File: config.mk
export PLATFORM = sky130hd
export DESIGN_NAME = store_buffer
export DESIGN_NICKNAME = d
export VERILOG_FILES = /design/src/rtl/store_buffer.sv
export SDC_FILE = /design/constraint.sdc
export NUM_CORES = 1
export LEC_CHECK = 0
export CORE_MARGIN = 2
export CORE_UTILIZATION = 50
export CTS_CLUSTER_DIAMETER = 120
export DETAILED_ROUTE_END_ITERATION = 8
export PLACE_DENSITY = 0.82
export SLEW_MARGIN = 10
export SYNTH_ARGS = -nofsm -noshare
export SYNTH_HDL_FRONTEND = slang
export SYNTH_SLANG_ARGS = --single-unit
File: constraint.sdc
create_clock -name i_clk -period 4.97 [get_ports i_clk]
set_input_delay 0.994 -clock i_clk [delete_from_list [all_inputs] [get_ports i_clk]]
set_output_delay 0.994 -clock i_clk [all_outputs]
set_load 0.05 [all_outputs]
File: src/rtl/store_buffer.sv
// store_buffer: posted-store FIFO between the MEM stage and the lsu; loads take the lsu port first
// Ports: i_clk, i_reset (synchronous, active-low)
//        i_req_valid/wren/addr/wdata/funct3, i_fence : MEM-stage request
//        o_stall, o_ld_data                           : back to the pipeline (combinational)
//        o_lsu_addr/st_data/wren/funct3, i_lsu_ld_data: lsu port
//        o_sb_count, o_sb_empty                       : occupancy
// Define SB_FWD_EN to forward a single fully covering buffered store to a load without stalling.
module store_buffer #(
  parameter int DEPTH = 4
) (
  input  logic                     i_clk,
  input  logic                     i_reset,
  input  logic                     i_req_valid,
  input  logic                     i_req_wren,
  input  logic [31:0]              i_req_addr,
  input  logic [31:0]              i_req_wdata,
  input  logic [2:0]               i_req_funct3,
  input  logic                     i_fence,
  output logic                     o_stall,
  output logic [31:0]              o_ld_data,
  output logic [31:0]              o_lsu_addr,
  output logic [31:0]              o_lsu_st_data,
  output logic                     o_lsu_wren,
  output logic [2:0]               o_lsu_funct3,
  input  logic [31:0]              i_lsu_ld_data,
  output logic [$clog2(DEPTH):0]   o_sb_count,
  output logic                     o_sb_empty
);
  localparam int AW = $clog2(DEPTH);
  localparam int CW = AW + 1;
  logic [31:0] e_addr [DEPTH];
  logic [31:0] e_data [DEPTH];
  logic [2:0] e_f3 [DEPTH];
  logic [3:0] e_mask [DEPTH];
  logic [AW-1:0] head, tail;
  logic [CW-1:0] count;
  logic ld, ld_ram, nonempty, haz, fwd, fence_stall, port_load, drain, push;
  logic [7:0] fp;
  logic [13:0] ld_w;
  logic [DEPTH-1:0] ovl;

  function automatic logic [3:0] st_mask(input logic [2:0] f3, input logic [1:0] a);
    return f3[1] ? 4'hf : f3[0] ? (a[1] ? 4'hc : 4'h3) : 4'h1 << a;
  endfunction

  assign ld = i_req_valid & ~i_req_wren;
  assign ld_ram = i_req_addr[31:16] == 16'h0;
  assign nonempty = count != '0;
  assign ld_w = i_req_addr[15:2];
  // low nibble covers word W, high nibble the spill into W+1
  assign fp = (i_req_funct3[1] ? 8'h0f : i_req_funct3[0] ? 8'h03 : 8'h01) << i_req_addr[1:0];

  for (genvar i = 0; i < DEPTH; i++) begin : g_ent
    logic [AW-1:0] rel;
    logic [13:0] w;
    assign rel = AW'(i) - head;
    assign w = e_addr[i][15:2];
    assign ovl[i] = ({1'b0, rel} < count) && e_addr[i][31:16] == 16'h0 &&
                    ((w == ld_w && |(e_mask[i] & fp[3:0])) ||
                     (w == ld_w + 14'd1 && |(e_mask[i] & fp[7:4])));
  end

`ifdef SB_FWD_EN
  logic [31:0] sel_data, aligned, shd, fwd_data;
  logic [3:0] sel_mask;
  logic [1:0] sel_sh;
  always_comb begin
    sel_data = '0;
    sel_mask = '0;
    sel_sh = '0;
    for (int i = 0; i < DEPTH; i++)
      if (ovl[i]) begin
        sel_data = e_data[i];
        sel_mask = e_mask[i];
        sel_sh = e_f3[i][1] ? 2'd0 : e_f3[i][0] ? {e_addr[i][1], 1'b0} : e_addr[i][1:0];
      end
  end
  // place the store data in its memory byte lanes, then extract like the lsu does
  assign aligned = sel_data << {sel_sh, 3'b0};
  assign shd = aligned >> {i_req_addr[1:0], 3'b0};
  assign fwd_data = i_req_funct3[1] ? shd :
                    i_req_funct3[0] ? {{16{~i_req_funct3[2] & shd[15]}}, shd[15:0]} :
                                      {{24{~i_req_funct3[2] & shd[7]}}, shd[7:0]};
  assign fwd = ld & ld_ram & ~|fp[7:4] & $onehot(ovl) & ((sel_mask & fp[3:0]) == fp[3:0]);
  assign o_ld_data = fwd ? fwd_data : i_lsu_ld_data;
`else
  assign fwd = 1'b0;
  assign o_ld_data = i_lsu_ld_data;
`endif

  // I/O loads wait for the whole buffer to keep I/O accesses in order
  assign haz = ld & (ld_ram ? |ovl : nonempty);
  assign fence_stall = i_fence & nonempty;
  assign o_stall = (haz & ~fwd) | fence_stall;
  assign port_load = ld & ~haz & ~fence_stall;
  assign drain = nonempty & ~port_load;
  assign push = i_req_valid & i_req_wren & ~o_stall;

  assign o_lsu_wren = drain;
  assign o_lsu_addr = drain ? e_addr[head] : i_req_addr;
  assign o_lsu_st_data = drain ? e_data[head] : i_req_wdata;
  assign o_lsu_funct3 = drain ? e_f3[head] : i_req_funct3;
  assign o_sb_count = count;
  assign o_sb_empty = ~nonempty;

  always_ff @(posedge i_clk) begin
    if (!i_reset) begin
      head <= '0;
      tail <= '0;
      count <= '0;
    end else begin
      if (push) tail <= tail + 1'b1;
      if (drain) head <= head + 1'b1;
      count <= count + CW'(push) - CW'(drain);
    end
  end

  always_ff @(posedge i_clk) begin
    if (i_reset && push) begin
      e_addr[tail] <= i_req_addr;
      e_data[tail] <= i_req_wdata;
      e_f3[tail] <= i_req_funct3;
      e_mask[tail] <= st_mask(i_req_funct3, i_req_addr[1:0]);
    end
  end
endmodule

==> reports/metrics.csv <==
metric,value,unit
setup_viol,65,
gr-total-overflow,0,
drc,0,
worst_slew_pin_slew,0.892,ns
via_count,11900,
avgSynthCellArea,13.5,sq um
holdPathEnd,tail[1]$_SDFFE_PN0P_,
clock_skew,0.0130,ns
cts_sinks,293,
ir_drop,0.507,mV
routedWlPerCell,26.4,microns
slew_headroom,0.405,
row_count,64,
finalWorstSetupSlack,-0.119,ns
drv_cap,0,
r2r_slack,0.26,ns
slowest_delay,0.49,ns
dp_cells,1706,
critPathRequiredTime,3.98,ns
synth_top_cell_by_area,edfxtp_1,
clockBufferDepth,3,
clock_latency,0.55,ns
dpl_cell_area,18400,sq um
crit_chain,"nor4_2, o21ai_1, or3_1, or4_4, nand4_1, a31oi_4, buf_12, and3_4, buf_12, buf_12, a311o_2, buf_8",
synth_common_cells,"284 x edfxtp_1, 92 x nand2_1, 69 x clkbuf_1",
violations,negative setup slack,
syn_nets,1262,
die_w,180,microns
met2_usage,0.461,
first_pass_iters,5,
synth-seq-cells,293,
critPathKind,reg -> out,
drtIter0Drc,1750,
cts_made_buffers,28,
htree_num_levels,1,
grt_pass1_wl,69600,microns
drv_slew,0,
yosys.area.top_type_share,0.550,
p_leak,7.00,nW
syn_area,15500,sq um
drive_above_1_share,0.352,
synth-edff-count,284,
synth_seq_area_share,0.562,
crit_fanout,5,
worstPathArrival,4.10,ns
area_growth,30.5,%
crit_top_cell,buf_12,
min_from,tail[1]$_SDFFE_PN0P_,
grt_use_met3,0.0390,
register_area,8710,sq um
use_met1,0.361,
cp-end-kind,primary output,
fillers,2051,
hold_slack,0.589,ns
routed_via_density,6.68,
status,"complete, but fails checks",
yosysUniqueCellTypes,62,
rsz0062_at_grt,yes,
coreArea,30600,sq um
top_usage_layer,met2,
dieArea,32400,sq um
antenna_found_initial,2,
drtAntennaViolNets,0,
die_height,180,microns
cts_root_buf,clkbuf_16,
nets,1478,
port_buffers,144,
synthFlopType,edfxtp_1,
r2r_cells,20,
ioPinCount,209,
r2r-end,o_sb_count[2]$_SDFF_PN0_,
synthCells,1146,
hp-class,reg -> reg,
grt_max_degree,73,
grtUsageTotal,0.276,
holdPathStages,2,
finalInstanceArea,20200,sq um
hpwl,29400,microns
powerDensity,568,nW/um^2
yosys_warnings,0,
start_util,0.507,
slowest_stage,or4_4,
async_flop_share,0,
multi_input_area,6690,sq um
grt_pass1_vias,11700,
fin_cells,1781,
r2r_start,e_addr[2][17]$_DFFE_PP_,
fin_util,0.661,
drt_wl_total,46900,microns
gp_congestion,0.995,
finalCritPeriodShare,1.02,
crit_path_start_kind,register,
cts_tree,done,
yosysMostFrequentCell,edfxtp_1,
fin_total_pwr,11.5,mW
max_freq,196,MHz
clk_pin_slew,0.07,ns
final-hold-violation-count,0,
synth_area_leaders,"edfxtp_1 55%, mux4_2 9.7%, a311o_1 3.3%, xnor2_1 2.9%, xor2_1 2.9%",
final.min_clock_period,5.09,ns
-- area by class of cell --
class,count,area share
inverter,18,0.00334
antenna,2,0.000248
tap,396,0.0245
sequential,293,0.431
clock inverter,16,0.00526
clock buffer,35,0.0370
timing repair buffer,318,0.167
multi-input combinational,703,0.331
-- critical path: cells and delay by family, from the launching register on --
kind | cells | cell delay (ns)
buf+inv | 4 | 0.59
compound gates | 3 | 0.74
flops | 1 | 0.42
simple gates | 5 | 1.79
-- per-stage QoR --
stage / TNS, ns / setup slack [ns]
2_1_floorplan: -1.38 / -0.314
3_3_place_gp: -38.45 / -0.583
3_5_place_dp: -39.00 / -0.618
4_1_cts: -0.0328 / -0.0197
5_1_grt: -6.25 / -0.136
6_report: -4.43 / -0.119
-- cells in the final DEF (no fill, tap or decap), types with 5 or more instances in the layout --
master,instances
nand3_1,8
o21ai_0,15
clkinv_1,7
dlygate4sd2_1,9
edfxtp_1,284
and3_4,5
nor4_2,6
nor2b_1,6
buf_6,63
clkbuf_1,6
a311o_2,49
xor2_1,49
buf_12,31
clkbuf_16,33
a21oi_1,17
or3_1,5
xnor2_1,48
a31oi_1,53
xnor3_1,5
o21ai_4,18
dfxtp_1,6
buf_4,135
mux4_2,67
clkinv_2,6
nand2_1,92
ha_1,9
clkdlybuf4s50_1,57
nor4_1,26
nor2_1,18
nor3_1,7
nand4_1,17
a22o_1,49
nand2b_1,7
buf_8,11
inv_1,15
a22oi_1,18
-- kinds of logic (layout without fill, tap and decap cells) --
| family | count (synthesis) | in the layout | share of synthesized area |
|---|---|---|---|
| fa+ha+maj | 13 | 13 | 0.0108 |
| mux | 70 | 70 | 0.0993 |
| other cells | 0 | 2 | 0 |
| simple gates | 236 | 236 | 0.0781 |
| xor+xnor | 110 | 110 | 0.0675 |
| compound gates | 274 | 274 | 0.133 |
| flops | 293 | 293 | 0.562 |
| buf+inv | 150 | 387 | 0.0491 |
-- flip-flops by register name, indices dropped and copies added, names as in the netlist, named ones only --
name and cells:
head 2, e_mask 16, o_sb_count 3, tail 2
e_addr 128, e_data 128, e_f3 12
-- metal layers --
metal	up-vias	share of wire
li1	5012	-
met1	5891	0.37
met2	802	0.49
met3	193	0.089
met4	0	0.050
met5	-	0
-- how the worst max path moves through the flow --
stage	start	to	slack [ns]	cells after the start
2_1_floorplan	i_req_addr[2]	o_sb_count[2]$_SDFF_PN0_	-0.31	22
3_3_place_gp	i_req_addr[4]	o_lsu_addr[6]	-0.58	11
3_5_place_dp	i_req_addr[2]	o_lsu_addr[3]	-0.62	15
4_1_cts	e_addr[1][25]$_DFFE_PP_	o_lsu_addr[2]	-0.02	13
5_1_grt	i_req_addr[11]	o_lsu_addr[15]	-0.14	16
6_report	e_addr[2][17]$_DFFE_PP_	o_lsu_addr[15]	-0.12	12
-- timing repair --
item / CTS / global route
hold buffers: 0 / 0
buffers inserted: 14 / 7
pin swaps: 35 / 19
endpoints found under the setup margin: 69 / 69
resized for setup: 153 / 56
endpoints found under the hold margin: 0 / 0
cloned: 2 / 4
-- power by group --
| part | total (mW) | switching [mW] | internal [mW] |
|---|---|---|---|
| registers | 2.94 | 0.146 | 2.79 |
| clock network | 2.04 | 0.920 | 1.12 |
| logic | 6.52 | 3.79 | 2.73 |
Note: power is estimated with default switching activity, not from simulation.
